[config.mk]
export PLATFORM = sky130hd
export DESIGN_NAME = vedic_mul8x8_seq_flat
export DESIGN_NICKNAME = d
export VERILOG_FILES = /design/src/rtl/vedic_defs.sv /design/src/rtl/vedic_mul8x8_seq_if.sv /design/src/rtl/vedic4x4.sv /design/src/rtl/vedic_mul8x8_seq.sv /design/src/flat_wrapper.sv
export SDC_FILE = /design/constraint.sdc
export NUM_CORES = 1
export LEC_CHECK = 0
export CAP_MARGIN = 20
export CORE_UTILIZATION = 35
export DETAILED_ROUTE_END_ITERATION = 10
export DONT_BUFFER_PORTS = 1
export HOLD_SLACK_MARGIN = 0.03
export PLACE_DENSITY = 0.56
export SYNTH_ARGS = -nofsm -noshare
export SYNTH_HDL_FRONTEND = slang
export SYNTH_SLANG_ARGS = --single-unit
[constraint.sdc]
create_clock -name clk -period 5.4 [get_ports clk]
set_input_delay 1.08 -clock clk [delete_from_list [all_inputs] [get_ports clk]]
set_output_delay 1.08 -clock clk [all_outputs]
set_load 0.02 [all_outputs]
[src/rtl/vedic_defs.sv]
// vedic_defs: shared constants, state encoding and step schedule for the Vedic datapath.
package vedic_defs;
    localparam int OPW   = 8;
    localparam int NIBW  = 4;
    localparam int STEPS = 4;
    typedef enum logic [1:0] {IDLE = 2'd0, CALC = 2'd1, DONE = 2'd2} state_t;
    function automatic logic [3:0] shift_of(input logic [1:0] s);
        return s == 2'd0 ? 4'd0 : s == 2'd3 ? 4'd8 : 4'd4;
    endfunction
endpackage

[src/rtl/vedic_mul8x8_seq_if.sv]
// vedic_mul8x8_seq_if: start/done handshake and operand/product bus of the sequential multiplier.
interface vedic_mul8x8_seq_if;
    logic                          start;
    logic [vedic_defs::OPW-1:0]    a;
    logic [vedic_defs::OPW-1:0]    b;
    logic                          busy;
    logic                          done;
    logic [2*vedic_defs::OPW-1:0]  product;
    modport master (output start, a, b, input busy, done, product);
    modport slave  (input start, a, b, output busy, done, product);
endinterface

[src/rtl/vedic4x4.sv]
// vedic4x4: combinational 4x4 Vedic multiplier from four 2x2 cells and 4-bit ripple-carry adders.
module vedic4x4 (
    input  logic [3:0] x,
    input  logic [3:0] y,
    output logic [7:0] p
);
    function automatic logic [3:0] m2(input logic [1:0] u, input logic [1:0] v);
        logic c;
        c = u[1] & v[0] & u[0] & v[1];
        return {u[1] & v[1] & c, (u[1] & v[1]) ^ c, (u[1] & v[0]) ^ (u[0] & v[1]), u[0] & v[0]};
    endfunction
    function automatic logic [4:0] rca4(input logic [3:0] u, input logic [3:0] v);
        logic [4:0] c;
        logic [3:0] s;
        c[0] = 1'b0;
        for (int i = 0; i < 4; i++) begin
            s[i]   = u[i] ^ v[i] ^ c[i];
            c[i+1] = (u[i] & v[i]) | (c[i] & (u[i] ^ v[i]));
        end
        return {c[4], s};
    endfunction
    logic [3:0] p0, p1, p2, p3;
    logic [4:0] s1, t;
    assign p0 = m2(x[1:0], y[1:0]);
    assign p1 = m2(x[3:2], y[1:0]);
    assign p2 = m2(x[1:0], y[3:2]);
    assign p3 = m2(x[3:2], y[3:2]);
    assign s1 = rca4(p1, p2);
    assign t  = rca4(s1[3:0], {2'b00, p0[3:2]});
    // cross terms sum to at most 21, so at most one of the two carries is set
    assign p = {4'(rca4(p3, {1'b0, s1[4] | t[4], t[3:2]})), t[1:0], p0[1:0]};
endmodule

[src/rtl/vedic_mul8x8_seq.sv]
// vedic_mul8x8_seq: 8x8 unsigned multiplier reusing one 4x4 Vedic core over four
// nibble steps, summed by a 16-bit shift-and-add accumulator behind a start/done handshake.
module vedic_mul8x8_seq
    import vedic_defs::*;
(
    input logic               clk,
    input logic               rst_n,
    vedic_mul8x8_seq_if.slave bus
);
    localparam logic [1:0] LAST = 2'(STEPS - 1);
    state_t            state, state_n;
    logic [1:0]        step;
    logic [OPW-1:0]    ra, rb;
    logic [2*OPW-1:0]  acc, sum, product;
    logic              done;
    logic [NIBW-1:0]   na, nb;
    logic [2*NIBW-1:0] pp;
    // step bit 0 selects the high multiplicand nibble, bit 1 the high multiplier nibble
    assign na = step[0] ? ra[7:4] : ra[3:0];
    assign nb = step[1] ? rb[7:4] : rb[3:0];
    vedic4x4 core (.x(na), .y(nb), .p(pp));
    assign sum = acc + ({8'd0, pp} << shift_of(step));
    always_comb begin
        state_n = state;
        state_n = state == IDLE ? (bus.start ? CALC : IDLE) :
                  state == CALC ? (step == LAST ? DONE : CALC) : IDLE;
    end
    always_ff @(posedge clk or negedge rst_n)
        if (!rst_n) state <= IDLE;
        else        state <= state_n;
    always_ff @(posedge clk or negedge rst_n)
        if (!rst_n) begin
            ra      <= '0;
            rb      <= '0;
            acc     <= '0;
            step    <= '0;
            product <= '0;
            done    <= 1'b0;
        end else begin
            done <= state == CALC && step == LAST;
            if (state == IDLE && bus.start) begin
                ra   <= bus.a;
                rb   <= bus.b;
                acc  <= '0;
                step <= '0;
            end
            if (state == CALC) begin
                acc  <= sum;
                step <= step + 2'd1;
                if (step == LAST) product <= sum;
            end
        end
    assign bus.busy    = state != IDLE;
    assign bus.done    = done;
    assign bus.product = product;
endmodule

[src/flat_wrapper.sv]
// flat-port wrapper written by rule: the top's interface ports become plain ports
module vedic_mul8x8_seq_flat import vedic_defs::*;
  (clk, rst_n, bus_start, bus_a, bus_b, bus_busy, bus_done, bus_product);
  vedic_mul8x8_seq_if bus_i ();
  input logic clk;
  input logic rst_n;
  input wire logic [$bits(bus_i.start)-1:0] bus_start;
  input wire logic [$bits(bus_i.a)-1:0] bus_a;
  input wire logic [$bits(bus_i.b)-1:0] bus_b;
  output wire logic [$bits(bus_i.busy)-1:0] bus_busy;
  output wire logic [$bits(bus_i.done)-1:0] bus_done;
  output wire logic [$bits(bus_i.product)-1:0] bus_product;
  assign bus_i.start = bus_start;
  assign bus_i.a = bus_a;
  assign bus_i.b = bus_b;
  assign bus_busy = bus_i.busy;
  assign bus_done = bus_i.done;
  assign bus_product = bus_i.product;
  vedic_mul8x8_seq u_core (.clk(clk), .rst_n(rst_n), .bus(bus_i));
endmodule
==> results.sh <==
export IMPL_diodes=0
export IMPL_cap_viol_max_count=0
export IMPL_max_clock_path_buffers=2
export IMPL_ys_seq_area_share_pct=39.5
export IMPL_total_via_count_in_the_routed_design=2507
export IMPL_yosysUniqueCellTypes=44
export IMPL_area_growth_pct=15.7
export IMPL_final_worst_path_period_share_pct=94.5
export IMPL_holdWs_ns=0.450
export IMPL_synthesis_area_sq_um=3360
export IMPL_io_pins=37
export IMPL_timing_fmax_ghz=0.196
export IMPL_timing_reg2reg_setup_slack_ns=0.30
export IMPL_io_buffers=0
export IMPL_placed_cell_area_sq_um=3600
export IMPL_antenna_found_initial=0
export IMPL_finalWirelength_mm=7.64
export IMPL_layout_commonest_cell="dfrtp_1"
export IMPL_worstMarginPinSlew_ns=0.992
export IMPL_design_core_area_sq_um=9280
export IMPL_dr_first_iter_drc_count=75
export IMPL_slowest_cell_delay_on_critical_path_ns=0.50
export IMPL_groute_usage_overall_pct=16.3
export IMPL_die_w_um=99.9
export IMPL_via_count_of_the_first_global_routing_pass=2596
export IMPL_tritoncts="done"
export IMPL_data_required_time_at_the_worst_endpoint_ns=5.55
export IMPL_synth_net_count=402
export IMPL_maxSlewViolCount=0
export IMPL_n_fill_cell=919
export IMPL_drt_pass1_iterations=4
export IMPL_synth_enable_flop_cells=0
export IMPL_overflow=0
export IMPL_synthesis_instances=351
export IMPL_cts_buffers=5
export IMPL_slowest_stage="dfrtp_2"
export IMPL_die_height_um=99.9
export IMPL_finalInstanceArea_sq_um=3880
export IMPL_timing_slew_headroom_pct=33.8
export IMPL_setup_failing_eps_final=0
export IMPL_critical_path_cell_chain="mux2i_4 > buf_4 > nor4_1 > ha_1 > ha_1 > fa_1 > ha_1 > ha_1 > fa_2 > inv_2 > fa_1 > xor2_1 > nor2_1 > o21a_1 > ha_4 > buf_6 > nand4_1 > buf_4 > o41ai_2 > xnor2_1 > o22ai_1"
export IMPL_timing_hold_worst_class="in2async"
export IMPL_final_antenna_net_count=0
export IMPL_yosysWarningCount=0
export IMPL_htree_levels=2
export IMPL_final_nets=417
export IMPL_numPlacedInstances=485
export IMPL_avgRoutedWirePerCell_um=15.4
export IMPL_finalSetupTns_ns=0
export IMPL_worstPathMaxFanout=5
export IMPL_cts_root_buf="clkbuf_8"
export IMPL_layout_cells_sized_above_1_pct=22.1
export IMPL_post_dp_hpwl_mm=5.63
export IMPL_grt_pass1_wl_mm=12.8
export IMPL_worstSetupPathType="reg2reg"
export IMPL_drc=0
export IMPL_holdBufCountCts=0
export IMPL_cp_data_arrival_time_ns=5.26
export IMPL_synthFlopType="dfrtp_1"
export IMPL_grt_start_max_net_pins=54
export IMPL_status="completed"
export IMPL_dieArea_sq_um=9990
export IMPL_startpoint_type="flop"
export IMPL_critical_path_top_cell_by_count="ha_1"
export IMPL_worst_setup_path_end_kind="flop"
export IMPL_final_cell_mix="dfrtp_1 (51), nand2_1 (50), nor2_1 (27)"
export IMPL_finalWeightedCongestion=0.809
export IMPL_cts_sinks=53
export IMPL_worst_skew_pair_late_latency_ns=0.31
export IMPL_cts_reportedPaths_clkPinSlew_ns=0.10
export IMPL_syn_area_per_cell_sq_um=9.56
export IMPL_final_hold_violation_count=0
export IMPL_final_non_filler_cell_total=496
export IMPL_yosys_register_bits=53
export IMPL_effective_utilization_at_floorplan_pct=36.2
export IMPL_min_period_ns=5.10
export IMPL_route_detailed_vias_per_inst=5.05
export IMPL_row_count=35
export IMPL_timing_clock_skew_ns=0.0111
export IMPL_async_reset_ff_share_pct=100
[state kept, by name (all words and copies together) (netlist names)]
name and flops:
u_core.acc 16, u_core.bus.done 1, u_core.bus.product 16, u_core.ra 8, u_core.rb 8, u_core.state 2, u_core.step 2
[cell families (layout without fill, tap and decap cells)]
kind of cell | Yosys count | in the layout | share of synthesized area, %
compound gates | 78 | 78 | 14.8
xor+xnor | 19 | 19 | 4.96
fa+ha+maj | 32 | 32 | 13.5
buf+inv | 31 | 47 | 3.73
flops | 53 | 53 | 39.5
mux | 26 | 26 | 8.35
simple gates | 112 | 112 | 15.1
[what timing repair did]
| action | in CTS | in global routing |
|---|---|---|
| pin swaps | 0 | 12 |
| endpoints found under the setup margin | 3 | 16 |
| setup buffers | 0 | 3 |
| resized for setup | 4 | 28 |
[cell type report]
class                      instances  area, sq um  area share, %
sequential                        53         1330           34.2
timing repair buffer              23          176           4.54
clock buffer                       7         86.3           2.22
inverter                          16         60.1           1.55
clock inverter                     1         30.0          0.773
multi-input combinational        267         2040           52.5
tap                              129          161           4.16
[final timing paths]
| kind | start | end | cells past startpoint |
|---|---|---|---|
| setup / recovery | u_core.step[1] | u_core.acc[13] | 21 |
| hold / removal | rst_n | u_core.bus.product[3] | 0 |
| setup reg to reg | u_core.step[1] | u_core.acc[13] | 21 |
| hold reg to reg | u_core.state[1] | u_core.state[0] | 1 |
| max in group asynchronous | rst_n | u_core.step[0] | 0 |
| min in group clk | u_core.state[1] | u_core.state[0] | 1 |
[synthesized netlist by cell type (all sizes together), types with 2 or more instances]
| cell | instances | area share, % |
|---|---|---|
| nor3b | 2 | 0.45 |
| ha | 25 | 9.3 |
| dfrtp | 53 | 40 |
| buf | 5 | 0.82 |
| o21bai | 5 | 1.1 |
| nand2b | 5 | 0.93 |
| mux2i | 10 | 3.0 |
| o22ai | 9 | 1.7 |
| inv | 16 | 1.8 |
| nor2 | 29 | 3.3 |
| xor2 | 9 | 2.3 |
| clkbuf | 10 | 1.1 |
| and2 | 4 | 0.75 |
| and3 | 2 | 0.37 |
| nand3 | 3 | 0.45 |
| xnor2 | 10 | 2.6 |
| a21oi | 18 | 2.8 |
| nor4 | 5 | 0.93 |
| o41ai | 3 | 1.5 |
| o211ai | 2 | 0.60 |
| mux2 | 16 | 5.4 |
| fa | 7 | 4.2 |
| a22o | 3 | 0.78 |
| nor2b | 3 | 0.56 |
| nand4 | 2 | 0.37 |
| o21ai | 30 | 4.5 |
| a41oi | 2 | 0.52 |
| nand4b | 2 | 0.52 |
| nand2 | 52 | 6.0 |
[metrics by stage]
stage	setup slack, ns	util, %
floorplan	0.268	-
global placement	-0.0530	38.8
detailed placement	-0.0683	38.8
CTS	0.0314	40.2
global route	-0.0520	41.8
finish	0.299	41.8
[routing by layer]
layer / GRT usage (%) / part of all wire [%] / vias up
li1: - / - / 1252
met1: 21.5 / 47 / 1194
met2: 27.6 / 48 / 50
met3: 2.99 / 3.4 / 11
met4: 4.52 / 1.8 / 0
met5: 0 / 0 / -
[worst max-delay path: cells and delay by family (launching register included)]
family | cells | cell delay (ns)
flip-flops | 1 | 0.50
multiplexers | 1 | 0.22
AO/OA/AOI/OAI | 3 | 0.62
XOR/XNOR | 2 | 0.37
adder cells (fa/ha/maj) | 8 | 2.27
buffers and inverters | 4 | 0.48
AND/OR/NAND/NOR | 3 | 0.47
Power is left out: the tool's default activity adds up to more than one toggle a clock period on the data nets, which glitch-free logic cannot reach.
